[config.mk]
export PLATFORM = sky130hd
export DESIGN_NAME = led_debug_display
export DESIGN_NICKNAME = d
export VERILOG_FILES = /design/src/rtl/debug_pkg.sv /design/src/rtl/btn_debounce.sv /design/src/rtl/led_debug_display.sv
export SDC_FILE = /design/constraint.sdc
export NUM_CORES = 1
export LEC_CHECK = 0
export ABC_AREA = 1
export CORE_MARGIN = 8
export CORE_UTILIZATION = 45
export DETAILED_ROUTE_END_ITERATION = 8
export PLACE_DENSITY = 0.86
export SLEW_MARGIN = 10
export SYNTH_ARGS = -nofsm -noshare
export SYNTH_HDL_FRONTEND = slang
export SYNTH_SLANG_ARGS = --single-unit
[constraint.sdc]
create_clock -name clk -period 2.4 [get_ports clk]
set_input_delay 0.36 -clock clk [delete_from_list [all_inputs] [get_ports clk]]
set_output_delay 0.36 -clock clk [all_outputs]
set_load 0.005 [all_outputs]
[src/rtl/debug_pkg.sv]
// Shared timing defaults for the LED debug viewer; board tops use these,
// benches override them with small values.
package debug_pkg;

  localparam int unsigned REFRESH_CYCLES_DEFAULT  = 67108864;
  localparam int unsigned DEBOUNCE_CYCLES_DEFAULT = 1000000;

  // Counter/select width that never collapses to zero bits.
  function automatic int unsigned clog2_min1(input int unsigned v);
    return (v > 1) ? $clog2(v) : 1;
  endfunction

endpackage

[src/rtl/btn_debounce.sv]
// Two-flop synchronizer, stable-count debouncer and one-cycle press pulse
// for a single raw mechanical button.
module btn_debounce
  import debug_pkg::*;
#(
  parameter int unsigned DEBOUNCE_CYCLES = DEBOUNCE_CYCLES_DEFAULT
) (
  input  logic clk,
  input  logic reset,
  input  logic i_btn,
  output logic o_press
);

  localparam int unsigned CNT_W = clog2_min1(DEBOUNCE_CYCLES);
  localparam logic [CNT_W-1:0] CNT_LAST = CNT_W'(DEBOUNCE_CYCLES - 1);

  logic             r_sync1;
  logic             r_sync2;
  logic             r_stable;
  logic             r_stable_q;
  logic             r_press;
  logic [CNT_W-1:0] r_cnt;

  always_ff @(posedge clk) begin
    if (reset) begin
      r_sync1    <= 1'b0;
      r_sync2    <= 1'b0;
      r_stable   <= 1'b0;
      r_stable_q <= 1'b0;
      r_press    <= 1'b0;
      r_cnt      <= '0;
    end else begin
      r_sync1    <= i_btn;
      r_sync2    <= r_sync1;
      r_stable_q <= r_stable;
      // Rising edge of the debounced level only; releases never pulse.
      r_press    <= r_stable & ~r_stable_q;
      if (r_sync2 == r_stable) begin
        r_cnt <= '0;
      end else if (r_cnt == CNT_LAST) begin
        r_stable <= r_sync2;
        r_cnt    <= '0;
      end else begin
        r_cnt <= r_cnt + 1'b1;
      end
    end
  end

  assign o_press = r_press;

endmodule

[src/rtl/led_debug_display.sv]
// Board debug viewer: shows an LED_W-bit window of one of NUM_CH debug words,
// refreshed periodically, with debounced channel/window select buttons.
module led_debug_display
  import debug_pkg::*;
#(
  parameter int unsigned NUM_CH          = 4,
  parameter int unsigned DATA_W          = 32,
  parameter int unsigned LED_W           = 16,
  parameter int unsigned REFRESH_CYCLES  = REFRESH_CYCLES_DEFAULT,
  parameter int unsigned DEBOUNCE_CYCLES = DEBOUNCE_CYCLES_DEFAULT
) (
  input  logic                                     clk,
  input  logic                                     reset,
  input  logic [NUM_CH*DATA_W-1:0]                 ch_data,
  input  logic                                     btn_next,
  input  logic                                     btn_win,
  input  logic                                     hold,
  output logic [LED_W-1:0]                         led,
  output logic [$clog2(NUM_CH)-1:0]                ch_sel,
  output logic [clog2_min1(DATA_W/LED_W)-1:0]      win_sel,
  output logic                                     refresh_tick
);

  localparam int unsigned NUM_WIN = DATA_W / LED_W;
  localparam int unsigned CH_W    = $clog2(NUM_CH);
  localparam int unsigned WIN_W   = clog2_min1(NUM_WIN);
  localparam int unsigned RC_W    = clog2_min1(REFRESH_CYCLES);

  localparam logic [CH_W-1:0]  CH_LAST  = CH_W'(NUM_CH - 1);
  localparam logic [WIN_W-1:0] WIN_LAST = WIN_W'(NUM_WIN - 1);
  localparam logic [RC_W-1:0]  RC_LAST  = RC_W'(REFRESH_CYCLES - 1);

  logic [CH_W-1:0]   r_ch_sel;
  logic [WIN_W-1:0]  r_win_sel;
  logic              r_sel_changed;
  logic [RC_W-1:0]   r_refresh_cnt;
  logic [LED_W-1:0]  r_led;

  logic              w_press_next;
  logic              w_press_win;
  logic              w_tick;
  logic              w_load;
  logic [DATA_W-1:0] w_chan;
  logic [LED_W-1:0]  w_window;

  btn_debounce #(.DEBOUNCE_CYCLES(DEBOUNCE_CYCLES)) u_db_next (
    .clk     (clk),
    .reset   (reset),
    .i_btn   (btn_next),
    .o_press (w_press_next)
  );

  btn_debounce #(.DEBOUNCE_CYCLES(DEBOUNCE_CYCLES)) u_db_win (
    .clk     (clk),
    .reset   (reset),
    .i_btn   (btn_win),
    .o_press (w_press_win)
  );

  always_comb begin
    w_chan = '0;
    for (int unsigned k = 0; k < NUM_CH; k++) begin
      if (r_ch_sel == CH_W'(k)) w_chan = ch_data[k*DATA_W +: DATA_W];
    end
    w_window = '0;
    for (int unsigned w = 0; w < NUM_WIN; w++) begin
      if (r_win_sel == WIN_W'(w)) w_window = w_chan[w*LED_W +: LED_W];
    end
  end

  assign w_tick = (r_refresh_cnt == RC_LAST);
  // A selection change always loads, even under hold; a tick loads only when not held.
  assign w_load = r_sel_changed | (w_tick & ~hold);

  always_ff @(posedge clk) begin
    if (reset) begin
      r_ch_sel      <= '0;
      r_win_sel     <= WIN_LAST;
      r_sel_changed <= 1'b0;
      r_refresh_cnt <= '0;
      r_led         <= '0;
    end else begin
      if (w_press_next) r_ch_sel <= (r_ch_sel == CH_LAST) ? '0 : r_ch_sel + 1'b1;
      if (w_press_win)  r_win_sel <= (r_win_sel == '0) ? WIN_LAST : r_win_sel - 1'b1;
      r_sel_changed <= w_press_next | w_press_win;
      r_refresh_cnt <= (r_sel_changed | w_tick) ? '0 : r_refresh_cnt + 1'b1;
      if (w_load) r_led <= w_window;
    end
  end

  assign led          = r_led;
  assign ch_sel       = r_ch_sel;
  assign win_sel      = r_win_sel;
  assign refresh_tick = w_tick;

endmodule

======== Word level (Yosys, flattened, before mapping) ========
Index checks and enable logic that the tools add are counted.
word-level totals
  flip-flop bits (word level) ............. 96
  input port bits ......................... 133
  output and inout port bits .............. 20
  logic and storage cells ................. 54
operators by class
  $add $sub $neg .......................... 5
  equality and inequality tests ........... 8
  multiplexer cells ....................... 7
  bitwise logic cells ..................... 11
  reduce and logical (&&, ||, !) cells .... 6
operator list
  kind                     count
  $mux W32                 4
  $add A20 B1 Y20 const B  2
  $eq A20 B20 Y1 const B   2
  $add A26 B1 Y26 const B  1
  $eq A26 B26 Y1 const B   1
  $mux W16                 1
  $reduce_or A3 Y1         2
  $not A1 Y1               5
  $eq A2 B2 Y1 const B     2
  $reduce_and A2 Y1        2
  $and A1 B1 Y1            3
  $or A1 B1 Y1             3
  $add A2 B1 Y2 const B    1
  $eq A1 B1 Y1             2
  $eq A2 B1 Y1 const B     1
  $logic_not A2 Y1         1
  $mux W2                  1
  $reduce_or A2 Y1         1
  $mux W1                  1
  $sub A1 B1 Y1 const B    1

======== Depth between registers and ports, before layout ========
  depth in word-level cells ............... 6
  gate-level depth with buffers ........... 14
  gate-level depth less buffers ........... 12

======== By module ========
Synthesis repeated with hierarchy kept, for this count alone.
unflattened totals
  cells, all modules ...................... 984
  area, all modules ....................... 6179.7 µm²
modules (own cells, without submodules)
  module             times used  cells an instance  area an instance (µm²)  seq. area each (µm²)
  led_debug_display  1           646                3692.3                  920.9
  btn_debounce       2           169                1243.7                  500.5

======== Worst setup path after synthesis ========
OpenSTA, ideal clock, no wires.
  path type ............................... reg-to-reg
  start point ............................. reg r_ch_sel[0] (netlist: ch_sel[0])
  end point ............................... reg r_led[10] (netlist: led[10])
  setup time .............................. 64 ps
  arrival ................................. 1620 ps
  data required time ...................... 2336 ps
  setup slack ............................. 716 ps
  stages on the path, launching flop included .. 12
  buffers on the path ..................... 2
  clock period less this slack ............ 1684 ps
  cell sequence ........................... dfxtp_1 > inv_1 > ha_1 > buf_2 > inv_1 > clkbuf_1 > nand3_1 > nand2_1 > nand2_1 > nand2_2 > clkinv_1 > nor2_1
on the way
  word-level cells in the longest chain between the ends .. 6
  elaborated cells between the ends (all ways) .. 9
  those cells by class .................... eq/ne: 3; mux: 5; reduce/logical: 1
ends and longest elaborated chain
  what                    line                     text
  start, declared         led_debug_display.sv:33  logic [CH_W-1:0] r_ch_sel;
  start signal, assigned  led_debug_display.sv:83  if (w_press_next) r_ch_sel <= (r_ch_sel == CH_LAST) ? '0 : r_ch_sel + 1'b1;
  $logic_not A2 Y1        led_debug_display.sv:63  if (r_ch_sel == CH_W'(k)) w_chan = ch_data[k*DATA_W +: DATA_W];
  $mux W32 (3 in a row)   led_debug_display.sv:63
  $mux W32 (*)            led_debug_display.sv:63
  $mux W16 (*)            led_debug_display.sv:67  if (r_win_sel == WIN_W'(w)) w_window = w_chan[w*LED_W +: LED_W];
  end signal, assigned    led_debug_display.sv:87  if (w_load) r_led <= w_window;
  end, declared           led_debug_display.sv:37  logic [LED_W-1:0] r_led;
Every way passes the cells marked *; elsewhere a longest branch is shown, timed or not.
A chain may end at the register's enable or synchronous reset.

======== Worst setup path in the final report ========
  start point ............................. reg r_refresh_cnt[20]
  end point ............................... out refresh_tick
on the way
  word-level cells in the longest chain between the ends .. 1
ends and longest elaborated chain
  what                    line                     text
  start, declared         led_debug_display.sv:36  logic [RC_W-1:0] r_refresh_cnt;
  start signal, assigned  led_debug_display.sv:86  r_refresh_cnt <= (r_sel_changed | w_tick) ? '0 : r_refresh_cnt + 1'b1;
  $eq A26 B26 Y1          led_debug_display.sv:71  assign w_tick = (r_refresh_cnt == RC_LAST);
  end, declared           led_debug_display.sv:21  output logic refresh_tick
Every way passes these cells.

==> key figures <==
Drt
  • DR iter-0 viols: approximately 420
  • DRT Wirelength: 17.60 mm
  • Met1 wire length: between 7 and 8 mm
  • Post-route ant nets: 0
  • DR top layer: met4
  • Drt wl/cell: 13.50 um
  • Vias: 6,399
  • Met3 wire len: 1.353 mm
  • DR WL met2: 8.395 mm
  • DRC viols: 0
  • Routed vias/inst: just under 5
  • Router iterations before antenna repair: 4

Setup path
  • CP top delay family: simple AND/OR/NAND/NOR gates
  • CP arrival: 1.90 ns
  • CP Launch Type: flop
  • Slowest-stage cell, CP: dfxtp_1
  • Setup crit end kind: primary output
  • Crit path required time: 2.04 ns
  • Crit path largest cell delay: 0.39 ns
  • Worst path cell trace: nand3_1 > inv_1 > nand2_1 > nor3_1 > nand3_2 > nor2_1 > dlygate4sd2_1
  • Crit path buf inv count: 2
  • Critical Path Fanout Max: 3
  • Setup Crit Path Kind: flop to primary output

Finish
  • Ant. Diodes: 0
  • Fin util: around 61%
  • Synth-to-Final Area Change: 34.00%
  • Nets: 1,262
  • Share of layout cells above drive strength 1: 5.768%

Power and ir drop
  • Pwr Total: 3.387 mW
  • Peak VDD IR: 384.8 uV
  • Static Leak: 3.242 nW
  • Pwr dens: 425.8 nW/um2

Clock tree
  • Htree depth: 3
  • CTS tree: yes
  • Root Driver: clkbuf_16
  • Worst skew pair latency: 0.34 ns
  • Clock transition at path regs: approximately 0.070 ns
  • Clk buf depth: 2
  • Hold buffers post-CTS: 0
  • CTS sink cnt: 96
  • Num CTS Buffers: 9

Outcome
  • Status: completed

Timing
  • Final worst path period need: 2.265 ns
  • Slew @ Worst Pin: 0.5782 ns
  • Slack of the critical path: 0.1352 ns
  • Max-slew headroom: 61.41%
  • FMAX: around 0.44 GHz
  • Setup_tns: 0 ns
  • RSZ-0062 raised after global routing: false
  • Final Hold Vio Count: 0
  • Crit share post-route: about 94%
  • Fin. max-slew vios: 0
  • Worst hold margin: 0.3839 ns
  • Clk_skew: 0.006363 ns
  • # setup viols final: 0

Floorplan
  • Core Region: 13,090 um2
  • Initial Utilization: between 40% and 50%
  • Die X: 130.9 um
  • I/O pin cnt: roughly 150
  • Die height: 130.9 um
  • Die Area: 17,120 um2
  • Row count: 42

Flow run
  • Max-Cap Viols: 0

Yosys
  • Xor-xnor portion of the synthesized cell area: around 4.4%
  • Largest family of logic cells by synthesized area: simple AND/OR/NAND/NOR gates
  • Mapped Area: a little under 6000 um2
  • Synth Area in Adders: 1.476%
  • Synth Area per Inst: 6.082 um2
  • Cells after synthesis: 976
  • Yosys Warn Count: 0
  • Simple-Gate Fraction of Synth Area: 42.12%
  • Synthesis-stage register bit count: 96
  • Synthesized Nets: approximately 1,100
  • Distinct cells, synth: 32
  • Post-synthesis compound-gate area fraction: 8.179%
  • Mux cell area share after synthesis: 0%
  • Post-synthesis sequential area ratio: 32.38%

Placement
  • Number of port buffers: 152
  • Final HPWL DP: 13.45 mm
  • GP Congestion: approximately 0.9
  • Setup slack at placement: about 0.19 ns

Global route
  • Gr usage total: about 21%
  • Total grt overflow: 0
  • Vias in the first global route: ~6,000
  • Largest net degree at the start of global routing: 39
  • First-pass GRT wire length: 28.17 mm
  • Antenna violations before repair: 0

Min path
  • Min-Delay Path Class: flop to flop
## cells by family (layout without fill, tap and decap cells)
| family | after synthesis | after routing |
|---|---|---|
| simple gates | 582 | 582 |
| buf+inv | 165 | 316 |
| flops | 96 | 96 |
| compound gates | 96 | 96 |
| xor+xnor | 30 | 30 |
| fa+ha+maj | 7 | 7 |
## worst register-to-register path: stages, from the launching register on
cell and delay [ns]:
dfxtp_1 0.37, inv_1 0.09, ha_1 0.25, inv_1 0.46
nand3_1 0.15, nand2_1 0.11, nand3_1 0.10, nand2_1 0.09
nand2_1 0.06, nand2_2 0.07, clkinv_1 0.06, nor2_1 0.11
## flip-flops by register name, summed over array words and instances, names as in the netlist, 2 cells and up
name,count
u_db_win.r_cnt,20
r_refresh_cnt,26
u_db_next.r_cnt,20
ch_sel,2
led,16
## report_power, final
part           total, mW  switching (mW)  internal (mW)
registers           1.61         0.00564           1.60
logic              0.326          0.0993          0.227
clock network       1.45           0.613          0.841
## layout make-up
class                           instances  area [um2]
Clock buffer                           10       239.0
Clock inverter                          6       66.31
Fill cell                            1174        5131
Inverter                              130       488.0
Multi-Input combinational cell        715        3348
Sequential cell                        96        1924
Tap cell                              176       220.2
Timing Repair Buffer                  170        1668
## cell usage in the layout (no fill, tap or decap), drive strengths merged, types with 3 or more instances in the layout
master         Yosys  final
o21ai             39     39
xnor2             14     14
ha                 7      7
buf               26     18
nor3b              7      7
dfxtp             96     96
nand3             69     69
nor3              21     21
nand2            264    264
inv              119    121
clkinv            11     14
nand3b             5      5
clkdlybuf4s50      0    151
a21oi             55     55
clkbuf             9     10
or2                3      3
nor2             195    195
nand4             17     17
xor2              16     16
## through the flow
step           cell area, um2  std cells
6_report                 7954       1303
4_1_cts                  7954       1303
3_5_place_dp             7621       1285
3_3_place_gp             7621       1285
2_1_floorplan            5936        976
5_1_grt                  7954       1303
## cells in the mapped netlist
cell type	count	area [um2]
a211oi_1	1	7.510
nand2_2	12	75.07
dfxtp_1	96	1922
nor2_4	5	56.30
nor2_2	2	12.51
nor3b_1	7	52.55
nand2_1	250	938.4
buf_2	22	110.1
clkbuf_1	9	33.78
or2_2	2	12.51
ha_1	7	87.58
nand3b_1	5	37.54
inv_2	2	7.510
or2_0	1	6.260
buf_4	2	15.01
buf_6	1	11.26
nand3_1	67	335.3
o21ai_0	39	195.2
and3_1	1	6.260
o21bai_1	1	7.510
clkinv_1	11	41.29
nand3_2	1	10.01
a21oi_1	55	275.3
nand3_4	1	17.52
nand2_4	2	22.52
xnor2_1	14	122.6
nor3_1	21	105.1
nand4_1	17	106.4
xor2_1	16	140.1
buf_12	1	20.02
inv_1	117	439.2
nor2_1	188	705.7
## metal layers
layer | vias up | global-route usage, %
met5 | - | 0
met4 | 0 | 9.183
met3 | 41 | 4.180
met2 | 214 | 36.37
met1 | 2823 | 23.41
li1 | 3321 | -
## path summary, 6_finish.rpt
check / depth (start not counted) / from / slack [ns] / to
setup / recovery: 7 / r_refresh_cnt[20] / 0.14 / refresh_tick
hold / removal: 1 / u_db_next.r_stable_q / 0.38 / u_db_next.o_press
setup reg to reg: 11 / ch_sel[1] / 0.42 / led[5]
hold reg to reg: 1 / u_db_next.r_stable_q / 0.38 / u_db_next.o_press
## what timing repair did
item,in CTS,in global routing
gates resized for setup,5,0
buffers inserted,2,0
endpoints found under the setup margin,1,0
No activity file was read; power rests on OpenSTA's default activity.
==> RTL change (same flow settings) <==
The parameter `NUM_CH` goes from 4 to 2.
--- a/src/rtl/led_debug_display.sv
+++ b/src/rtl/led_debug_display.sv
@@ -3,7 +3,7 @@
 module led_debug_display
   import debug_pkg::*;
 #(
-  parameter int unsigned NUM_CH          = 4,
+  parameter int unsigned NUM_CH          = 2,
   parameter int unsigned DATA_W          = 32,
   parameter int unsigned LED_W           = 16,
   parameter int unsigned REFRESH_CYCLES  = REFRESH_CYCLES_DEFAULT,
Ports: changed (resized ch_data and ch_sel); port bits go from 153 to 88. The function was not compared with the original's and may differ.
==> RTL change against the unedited design <==
Routed wire length shrank 33%; hold slack gained 0.0097 ns; sequential cell count shrank 1; area after synthesis shrank 18%; clock power shrank 34%; global-route usage shrank 4.6 points; fmax grew 13%; final area shrank 24%; total power shrank 20%; setup slack gained 0.25 ns; critical path depth shrank 6; non-clock buffer count shrank 75; combinational power shrank 45%; critical endpoint is now ch_sel; largest power group unchanged; highest routed layer unchanged.
==> RTL change: results (changes against the unedited design) <==
DP HPWL = 8750 um (was 13,400 um)
Netlist cell types = 34 (was 32)
GRT Resource Usage Total = 16.0% (was 20.6%)
Outcome = finished clean (unchanged)
CP arrival = 1.65 ns (was 1.90 ns)
Post-synth top cells = 162 x nor2_1, 131 x nand2_1, 95 x dfxtp_1 (was 250 x nand2_1, 188 x nor2_1, 117 x inv_1)
Per-cell routed wire length = 12.5 um (was 13.5 um)
Vias in the first global route = 4,287 (was 6,049)
Layout Skew = 0.0123 ns (was 0.00636 ns)
Largest net degree at the start of global routing = 33 (was 39)
GP Congestion = 0.906 (was 0.907)
Setup violations, final = 0 (unchanged)
Hold Path Class = flip-flop to flip-flop (unchanged)
Tcrit/Tclk final = 83.9% (was 94.4%)
Max incr delay on CP = 0.67 ns (was 0.39 ns)
ANT cells = 0 (unchanged)
Leakage = 2.18 nW (was 3.24 nW)
CP max FO = 13 (was 3)
First-pass DRT Iterations = 5 (was 4)
Routed wire length = 11,800 um (was 17,600 um)
Iteration-0 DRC Markers = 394 (was 417)
Nets = 869 (was 1,262)
Syn Nets = 784 (was 1,116)
Gate Count Post-Synth = 712 (was 976)
Clk Latency, worst-skew pair = 0.36 ns (was 0.34 ns)
Initial antenna violation count = 0 (unchanged)
Worst Tran Pin Value = 0.884 ns (was 0.578 ns)
Root Buffer = clkbuf_8 (was clkbuf_16)
Fillers = 997 (was 1,174)
Clk slew on worst S/H paths = 0.09 ns (was 0.07 ns)
DP Area = 0.00583 sq mm (was 0.00762 sq mm)
Ratio of cells with drive above 1 in the final layout = 7.73% (was 5.77%)
CP delay by family, top = flip-flops (was simple AND/OR/NAND/NOR gates)
First-pass GRT wire length = 19,400 um (was 28,200 um)
Placed Cells = 923 (was 1,285)
Synth top area cells = dfxtp_1 39%, nor2_1 12%, nand2_1 10%, inv_1 5.3%, a21oi_1 4.3% (was dfxtp_1 32%, nand2_1 16%, nor2_1 12%, inv_1 7.4%, nand3_1 5.6%)
Port Buffers = 87 (was 152)
Register area share after synthesis = 39.1% (was 32.4%)
-- RTL change: stage by stage --
| stage | hold slack [ns] | util, % | setup WS (ns) |
|---|---|---|---|
| final | 0.394 | 56.7 | 0.387 |
| after global routing | 0.406 | 56.7 | 0.214 |
| after CTS | 0.391 | 56.3 | 0.0543 |
| after detailed placement | 0.382 | 54.5 | 0.235 |
| after global placement | 0.376 | 54.5 | 0.309 |
| after floorplan | 0.373 | - | 0.838 |
-- RTL change: power by group --
group          internal [W]  switching, W  total [W]  leakage [nW]
Clock              0.000383      0.000570   0.000953        0.0793
Combinational      0.000120     0.0000573   0.000178          1.34
Sequential          0.00158    0.00000746    0.00159         0.770
-- RTL change: area by class of cell --
type                       count  area share [%]
clock inverter                 6           0.743
sequential                    95            31.6
clock buffer                  10            2.10
inverter                      71            4.40
timing repair buffer          95            15.4
multi-input combinational    525            42.9
tap                          140            2.89
-- RTL change: per-layer routing --
layer / vias to the layer above / global-route usage, % / routed length [um]
met3: 22 / 1.93 / 476
met5: - / 0 / 0
met1: 2092 / 20.2 / 5340
met4: 0 / 6.64 / 223
li1: 2455 / - / -
met2: 108 / 27.1 / 5750
-- RTL change: path summary, 6_finish.rpt --
kind | from | cells past startpoint | slack [ns] | endpoint
worst max-delay path | ch_sel | 1 | 0.39 | ch_sel
worst min-delay path | u_db_next.r_stable_q | 1 | 0.39 | u_db_next.o_press
worst max register to register | ch_sel | 5 | 0.42 | led[6]
worst min register to register | u_db_next.r_stable_q | 1 | 0.39 | u_db_next.o_press
-- RTL change: cell families (layout without fill, tap and decap cells) --
group	after synthesis	count (layout)	synth area share [%]
and+or+nand+nor	389	389	35.5
AOI/OAI and AO/OA	103	103	11.2
DFF	95	95	39.1
buffers and inverters	92	182	8.02
xor gates and xnor gates	30	30	5.40
adders and majority gates	3	3	0.771
-- RTL change: repair_timing --
item	in CTS	in global routing
resized for setup	6	9
buffers inserted	1	2
setup endpoints to repair	1	1
pin swaps	1	1
